<file path="src/rtl/pcm_chan_buf.sv">
// Ping-pong per-channel PCM store with serialiser, idle-code fill and overrun/underrun flags.
// Latency: frame_start to first serial bit is 2 clk minimum; afterwards one bit per bit_en.
// Backpressure: none; bit_en paces the output, and a frame_start during LOAD/SHIFT aborts the frame and sets overrun.
module pcm_chan_buf #(
    parameter int            NUM_CH    = 8,
    parameter int            DW        = 8,
    parameter int            CH_W      = 3,
    parameter logic [DW-1:0] IDLE_CODE = 8'hD5
) (
    input  logic            clk,
    input  logic            reset,
    input  logic            wr_en,
    input  logic [CH_W-1:0] wr_ch,
    input  logic [DW-1:0]   wr_data,
    input  logic            frame_start,
    input  logic            bit_en,
    input  logic            err_clr,
    input  logic            test_mode,
    input  logic            scan_enable,
    output logic            s_data,
    output logic            s_fs,
    output logic            busy,
    output logic            underrun,
    output logic            overrun
);

    localparam int              BC_W     = $clog2(NUM_CH * DW) + 1;
    localparam int              BP_W     = $clog2(DW) + 1;
    localparam logic [BC_W-1:0] LAST_BIT = BC_W'(NUM_CH * DW - 1);
    localparam logic [BP_W-1:0] LAST_BP  = BP_W'(DW - 1);

    localparam logic [1:0] ST_IDLE  = 2'd0;
    localparam logic [1:0] ST_LOAD  = 2'd1;
    localparam logic [1:0] ST_SHIFT = 2'd2;

    logic [DW-1:0]     mem   [0:1][0:NUM_CH-1];
    logic [NUM_CH-1:0] valid [0:1];
    logic              wbank;
    logic              rbank;
    logic [1:0]        state;
    logic [BC_W-1:0]   bit_cnt;
    logic [BP_W-1:0]   bpos;
    logic [CH_W-1:0]   ch_idx;
    logic [CH_W-1:0]   rd_ch;
    logic [DW-1:0]     sh;
    logic [DW-1:0]     rd_word;
    logic              armed;
    logic              ur_chk;
    logic              unused_dft;

    // DFT pins have no functional effect.
    assign unused_dft = test_mode ^ scan_enable;

    // The serialiser always reads the bank that is not being written.
    assign rbank = ~wbank;
    assign busy  = (state != ST_IDLE);

    // Fetch channel 0 during LOAD, otherwise the channel after the one being shifted;
    // an unwritten (or nonexistent) channel reads as the idle code.
    always_comb begin
        rd_ch   = (state == ST_LOAD) ? '0 : ch_idx + CH_W'(1);
        rd_word = IDLE_CODE;
        for (int c = 0; c < NUM_CH; c++) begin
            if (rd_ch == CH_W'(c) && valid[rbank][c]) begin
                rd_word = mem[rbank][c];
            end
        end
    end

    // Sample storage: writes land in the current write bank; channels >= NUM_CH never match.
    always_ff @(posedge clk) begin
        for (int c = 0; c < NUM_CH; c++) begin
            if (wr_en && wr_ch == CH_W'(c)) begin
                mem[wbank][c] <= wr_data;
            end
        end
    end

    // Valid masks: set on write, incoming write bank cleared on the frame swap.
    always_ff @(posedge clk or negedge reset) begin
        if (!reset) begin
            valid[0] <= '0;
            valid[1] <= '0;
        end else begin
            if (frame_start) begin
                valid[~wbank] <= '0;
            end
            for (int c = 0; c < NUM_CH; c++) begin
                if (wr_en && wr_ch == CH_W'(c)) begin
                    valid[wbank][c] <= 1'b1;
                end
            end
        end
    end

    // Bank swap, serialiser FSM and sticky error flags (a set beats err_clr).
    always_ff @(posedge clk or negedge reset) begin
        if (!reset) begin
            wbank    <= 1'b0;
            state    <= ST_IDLE;
            bit_cnt  <= '0;
            bpos     <= '0;
            ch_idx   <= '0;
            sh       <= '0;
            s_data   <= 1'b0;
            s_fs     <= 1'b0;
            armed    <= 1'b0;
            ur_chk   <= 1'b0;
            underrun <= 1'b0;
            overrun  <= 1'b0;
        end else begin
            if (err_clr) begin
                underrun <= 1'b0;
                overrun  <= 1'b0;
            end
            if (frame_start) begin
                // Any frame still in flight is dropped, not resumed.
                wbank  <= ~wbank;
                state  <= ST_LOAD;
                ur_chk <= armed;
                armed  <= 1'b1;
                if (state != ST_IDLE) begin
                    overrun <= 1'b1;
                end
            end else begin
                case (state)
                    ST_LOAD: begin
                        sh      <= rd_word;
                        bit_cnt <= '0;
                        bpos    <= '0;
                        ch_idx  <= '0;
                        state   <= ST_SHIFT;
                        if (ur_chk && !(&valid[rbank])) begin
                            underrun <= 1'b1;
                        end
                    end
                    ST_SHIFT: begin
                        if (bit_en) begin
                            s_data  <= sh[DW-1];
                            s_fs    <= (bit_cnt == '0);
                            bit_cnt <= bit_cnt + BC_W'(1);
                            if (bit_cnt == LAST_BIT) begin
                                state <= ST_IDLE;
                            end else if (bpos == LAST_BP) begin
                                sh     <= rd_word;
                                bpos   <= '0;
                                ch_idx <= ch_idx + CH_W'(1);
                            end else begin
                                sh   <= {sh[DW-2:0], 1'b0};
                                bpos <= bpos + BP_W'(1);
                            end
                        end
                    end
                    default: begin
                        state <= ST_IDLE;
                    end
                endcase
            end
        end
    end

endmodule
</file>
<file path="config.mk">
export PLATFORM = sky130hd
export DESIGN_NAME = pcm_chan_buf
export DESIGN_NICKNAME = d
export VERILOG_FILES = /design/src/rtl/pcm_chan_buf.sv
export SDC_FILE = /design/constraint.sdc
export NUM_CORES = 1
export LEC_CHECK = 0
export ABC_AREA = 1
export BUFFER_PORTS_ARGS = -buffer_cell sky130_fd_sc_hd__buf_2
export CAP_MARGIN = 30
export CORE_MARGIN = 1.5
export CORE_UTILIZATION = 50
export DETAILED_ROUTE_END_ITERATION = 6
export PLACE_DENSITY = 0.73
export SYNTH_ARGS = -nofsm -noshare
export SYNTH_HDL_FRONTEND = slang
export SYNTH_SLANG_ARGS = --single-unit
export TNS_END_PERCENT = 100
</file>
<file path="constraint.sdc">
create_clock -name clk -period 2 [get_ports clk]
set_input_delay 0.4 -clock clk [delete_from_list [all_inputs] [get_ports clk]]
set_output_delay 0.4 -clock clk [all_outputs]
set_load 0.03 [all_outputs]
</file>
==> results.toml, run 1 <==
[run_status]
status = "complete, no violations"

[logic_synthesis]
yosys.cell_types.count = 39
yosysSeqAreaShare = 0.664
synth_nets = 719
synth_edf_count = 128
async_flop_share = 0.269
synth_area_sq_mm = 0.00756
ys_warn_count = 0
syn_avg_cell_area_sq_um = 10.9
synthFlopType = "edfxtp_1"
ys_ff_latch = 175
synthesis.instances = 696

[critical_path]
cp_slowest_cell = "dfrtp_1"
required_ps = 2320
critPathBufInv = 2
crit_path_max_incr_delay_ps = 410
critical_path_class = "reg2reg"
worstSetupStartpointType = "flop"
timing.rr.start = "ch_idx[1]"
timing.reg2reg.setup_slack_ps = 60
critPathCaptureType = "flop"
crit_chain = "ha_4, nand2_2, nand2_4, buf_6, nor2_4, buf_6, nand4_1, nand3_1, nor2_1, nand4_1, nand2_1, nand2_1, nand2_1"
cpMostUsedCell = "nand2_1"
cp_max_fo = 7
crit_family = "simple AND/OR/NAND/NOR gates"
cp.arrival_ps = 2260
cp-startpoint = "ch_idx[1]"

[grt]
grtUsageMet2 = 0.355
grt_pass1_vias = 5269
antenna_found_initial = 0
busiest_layer = "met2"
grtUsageMet3 = 0.0476
grt_max_degree = 40
grt_overflow = 0
grt_use_total = 0.216
grt_use_met1 = 0.277
grt_pass1_wl_microns = 26000

[clock_tree]
cts_tree = "built"
numCtsBuffers = 17
clock-sinks = 175
cts_htree_levels = 4
ctsRootBufferMaster = "clkbuf_16"
clk_path_buf_depth = 2
clk_pin_slew_ps = 60
insertion_delay_ps = 430

[die]
start_util = 0.516
placeableCoreArea_sq_mm = 0.0146
io_pins = 24
die_w_microns = 126
die_h_microns = 126
placementRows = 44
dieArea_sq_mm = 0.0159

[power_and_ir_drop]
cellPowerDensity_mw_per_mm2 = 965
switching_share = 0.249
pwr-share-clk = 0.374
power.internal_mw = 6.41
pwr-share-comb = 0.138
p_sw_mw = 2.12
ir_drop_mv = 0.677
seqPwrFrac = 0.488
p_leak_nw = 3.58

[timing]
fmax_ghz = 0.515
grt_setup_unrepaired = "true"
final-hold-violation-count = 0
fin_skew_ps = 6.34
whs_ps = 217
fin_ws_ps = 59.3
worstMarginPinSlew_ps = 965
fin_crit_sh = 0.970
min_period_ps = 1940
drv_slew = 0
finalSetupViolCount = 0
maxSlewHeadroom = 0.354
setup_tns_ps = 0

[placement]
pre_cts_slack_ps = -35.7
gp_congestion = 0.812
portBuffers = 21
hpwl_microns = 10800

[layout]
diodes = 0
syn_to_final_growth_pct = 17.0
layout-drive-gt1-share = 0.195
nNetsFinal = 778

[route]
dr_total_vias = 5239
remaining_drc_errors = 0
dr.pass1.iters = 6
wl_microns = 16600
avgViaCountPerCell = 5.51
post_drt_wl_per_cell_microns = 17.5
ant_nets = 0
drt_iter0_drc = 356

[flow_run]
max-cap-violations = 0

[worst_hold_path]
hp-class = "in2reg"
min_from = "err_clr"
-- synthesized netlist by cell type (3+ instances only) --
master | n | area, sq um
nor2_4 | 4 | 45.0
mux2i_1 | 5 | 50.1
o21a_1 | 8 | 60.1
nor2_2 | 3 | 18.8
buf_2 | 9 | 45.0
nand4_1 | 24 | 150
inv_1 | 45 | 169
nand2_2 | 5 | 31.3
nor2_1 | 59 | 221
o211ai_1 | 6 | 45.0
buf_6 | 5 | 56.3
nand2_1 | 207 | 777
o21ai_2 | 5 | 43.8
a2bb2oi_1 | 7 | 61.3
dfrtp_1 | 47 | 1180
nor3_1 | 11 | 55.1
or2_2 | 5 | 31.3
ha_1 | 4 | 50.1
edfxtp_1 | 128 | 3840
a21oi_1 | 26 | 130
inv_2 | 6 | 22.5
nand3_1 | 29 | 145
o21ai_0 | 24 | 120
-- flip-flops by register name (all words and copies together), names as in the netlist --
register / count
overrun: 1
ur_chk: 1
wbank: 1
state: 2
bpos: 4
bit_cnt: 7
valid: 16
s_data: 1
underrun: 1
armed: 1
sh: 8
ch_idx: 3
s_fs: 1
mem: 128
-- final cells by class --
| type | count | area, sq um |
|---|---|---|
| tap | 184 | 230 |
| clock buffer | 22 | 444 |
| clock inverter | 8 | 116 |
| sequential | 175 | 5020 |
| inverter | 51 | 200 |
| timing repair buffer | 60 | 483 |
| multi-input combinational | 450 | 2340 |
| fill | 1149 | 5810 |
-- final timing paths --
kind / endpoint / cells after the start
setup / recovery: sh[6] / 13
hold / removal: underrun / 4
setup reg to reg: sh[6] / 13
hold reg to reg: armed / 2
max in group asynchronous: bpos[2] / 3
min in group asynchronous: overrun / 2
-- cells by family (layout without fill, tap and decap cells) --
group                      Yosys count  in the layout  share of synthesized area
and+or+nand+nor                    359            360                      0.208
buffers and inverters               72            141                     0.0462
adders and majority gates            4              4                    0.00662
muxes                                6              6                    0.00811
DFF                                175            175                      0.664
AOI/OAI and AO/OA                   80             80                     0.0664
-- tightest hold or removal path, cell delays in order --
cell and delay, ps:
buf_2 70, inv_1 40, nand2_1 50, nand2_1 50
-- cell usage in the layout (no fill, tap or decap), types with 24 or more instances in the layout --
cell / netlist / final
o21ai_0: 24 / 24
nand4_1: 24 / 24
nor2_1: 59 / 57
dfrtp_1: 47 / 46
nand2_1: 207 / 196
buf_4: 2 / 29
inv_1: 45 / 41
a21oi_1: 26 / 26
edfxtp_1: 128 / 128
-- timing repair --
item | 4_1_cts | 5_1_grt
pin swaps | 0 | 16
endpoints found under the setup margin | 7 | 10
hold buffers | 1 | 0
gates cloned | 0 | 2
setup buffers | 0 | 6
resized for setup | 3 | 44
hold endpoints to repair | 26 | 0
-- through the flow --
| stage | utilization | cell area (sq um) | power (mW) | cells |
|---|---|---|---|---|
| after floorplan | - | 7560 | 4.92 | 696 |
| after global placement | 0.546 | 8000 | 5.23 | 910 |
| after detailed placement | 0.546 | 8000 | 5.28 | 910 |
| after CTS | 0.586 | 8580 | 8.45 | 941 |
| after global routing | 0.603 | 8840 | 8.84 | 950 |
| final | 0.603 | 8840 | 8.53 | 950 |
-- layer usage --
layer,part of all wire,wire [microns]
met1,0.42,6950
met2,0.50,8250
met3,0.060,993
met4,0.024,401
met5,0,0
-- power by group through the flow --
| stage | Sequential [mW] | Combinational, mW | Clock [mW] |
|---|---|---|---|
| 3_5_place_dp | 4.23 | 1.05 | 0 |
| 4_1_cts | 4.15 | 1.06 | 3.23 |
| 2_1_floorplan | 4.25 | 0.669 | 0 |
| 6_report | 4.16 | 1.17 | 3.19 |
| 3_3_place_gp | 4.22 | 1.01 | 0 |
| 5_1_grt | 4.18 | 1.29 | 3.37 |
Power figures use the tool's default switching activity.
==> run 2: changes to the inputs <==
Settings changed: PLACE_DENSITY 0.73 to 0.76.
Clock period 2 ns to 1.76 ns, I/O delays scaled along.
==> results.toml, run 2 (same netlist as run 1, synthesis figures left out) <==
[route]
remaining_drc_errors = 0
dr.pass1.iters = 7
dr_total_vias = 5593
avgViaCountPerCell = 5.63
drt_iter0_drc = 634
wl_microns = 18600
ant_nets = 0
post_drt_wl_per_cell_microns = 18.7

[clock_tree]
cts_tree = "built"
cts_htree_levels = 4
ctsRootBufferMaster = "clkbuf_16"
clk_pin_slew_ps = 70
clk_path_buf_depth = 2
clock-sinks = 175
insertion_delay_ps = 440
numCtsBuffers = 17

[layout]
mostFrequentLayoutCell = "nand2_1"
layout-drive-gt1-share = 0.257
nNetsFinal = 819
fillers = 1079
final_cell_mix = "nand2_1 (201), edfxtp_1 (128), buf_4 (67)"
layout.cells.non_filler = 993
multiInputGateArea_sq_mm = 0.00239
largest_reg_flops = 128
diodes = 0
syn_to_final_growth_pct = 22.5
reg_top3 = "mem: 128 flops, valid: 16 flops, sh: 8 flops"
ff_latch_area_sq_mm = 0.00502
regMostFlops = "mem"

[placement]
dp_cells = 945
portBuffers = 21
hpwl_microns = 11400
gp_congestion = 0.859

[critical_path]
critPathCaptureType = "flop"
cp.arrival_ps = 2290
timing.rr.start = "ch_idx[0]"
crit_path_max_incr_delay_ps = 430
cpMostUsedCell = "nand2_1"
critical_path_class = "reg2reg"
crit_chain = "ha_4, buf_6, nor2_4, buf_12, nand3_1, nand3_2, nor3_4, nand4_1, nand2_1, nand2_1"
r2r_cells = 10
cp_slowest_cell = "dfrtp_1"
timing.reg2reg.setup_slack_ps = -210
worstSetupStartpointType = "flop"
required_ps = 2080
cp_max_fo = 8
reg2reg_to = "sh[3]"

[timing]
drv_slew = 0
fin_skew_ps = 9.98
maxSlewHeadroom = 0.560
final-hold-violation-count = 0
whs_ps = 19.8
grt_setup_unrepaired = "true"
fin_crit_sh = 1.12
min_period_ps = 1970
fmax_ghz = 0.508
worstMarginPinSlew_ps = 659
fin_ws_ps = -209
finalSetupViolCount = 8

[grt]
grt_use_total = 0.239
antenna_found_initial = 0
grt_pass1_vias = 5678
grt_overflow = 0
grt_max_degree = 48
grt_pass1_wl_microns = 28800

[die]
die_h_microns = 126
start_util = 0.516
die_w_microns = 126
placementRows = 44
io_pins = 24
dieArea_sq_mm = 0.0159
placeableCoreArea_sq_mm = 0.0146

[run_status]
violations = "setup timing"
status = "complete, but fails checks"

[flow_run]
max-cap-violations = 0

[power_and_ir_drop]
cellPowerDensity_mw_per_mm2 = 1100
p_leak_nw = 3.81
ir_drop_mv = 0.688

[worst_hold_path]
hp-class = "in2async"
==> run 2: power by group <==
part	total (mW)	leakage (nW)	internal, mW	switching (mW)
combinational	1.51	1.74	0.565	0.950
clock	3.98	0.294	2.39	1.58
sequential	4.73	1.77	4.62	0.109
total	10.2	3.81	7.58	2.64
==> run 2: worst max-delay path: cells and delay by family (launching register included) <==
| kind | cells | cell delay, ps |
|---|---|---|
| DFF | 1 | 430 |
| adders and majority gates | 1 | 340 |
| buffers and inverters | 2 | 250 |
| and+or+nand+nor | 7 | 830 |
==> run 2: through the flow <==
stage	util	total power, mW	setup slack, ps	setup TNS [ps]	cell area [sq um]
after floorplan	-	5.59	-13.0	-729	7560
after global placement	0.564	6.06	-207	-3930	8260
after detailed placement	0.564	6.12	-353	-6020	8260
after CTS	0.622	10.1	-164	-853	9110
after global routing	0.632	10.5	-255	-1730	9260
final	0.632	10.2	-209	-1230	9260
==> run 2: worst max-delay path by stage <==
stage               from         end  cells after the start
2_1_floorplan      wbank  mem[0][10]                      5
3_3_place_gp   ch_idx[0]       sh[7]                     10
3_5_place_dp   ch_idx[0]       sh[7]                     10
4_1_cts        ch_idx[0]       sh[6]                     11
5_1_grt            wbank       sh[2]                     11
6_report       ch_idx[0]       sh[3]                     10
==> run 2: cell type report <==
type | count | area share
Clock buffer | 20 | 0.0472
Clock inverter | 12 | 0.0197
Inverter | 51 | 0.0220
Multi-Input combinational cell | 449 | 0.259
Sequential cell | 175 | 0.542
Tap cell | 184 | 0.0249
Timing Repair Buffer | 101 | 0.0843
Timing Repair inverter | 1 | 0.000811
==> run 2: timing repair <==
action | 4_1_cts | 5_1_grt
endpoints found under the setup margin | 49 | 14
hold buffers | 0 | 0
buffers inserted | 10 | 6
pin swaps | 18 | 32
cloned | 1 | 0
gates resized for setup | 38 | 32
==> run 2: metal layers <==
metal | global-route usage | up-vias | routed length, microns
met2 | 0.401 | 266 | 9340
met4 | 0.110 | 0 | 482
met1 | 0.301 | 2710 | 7460
met3 | 0.0501 | 34 | 1280
li1 | - | 2583 | -
met5 | 0 | - | 0
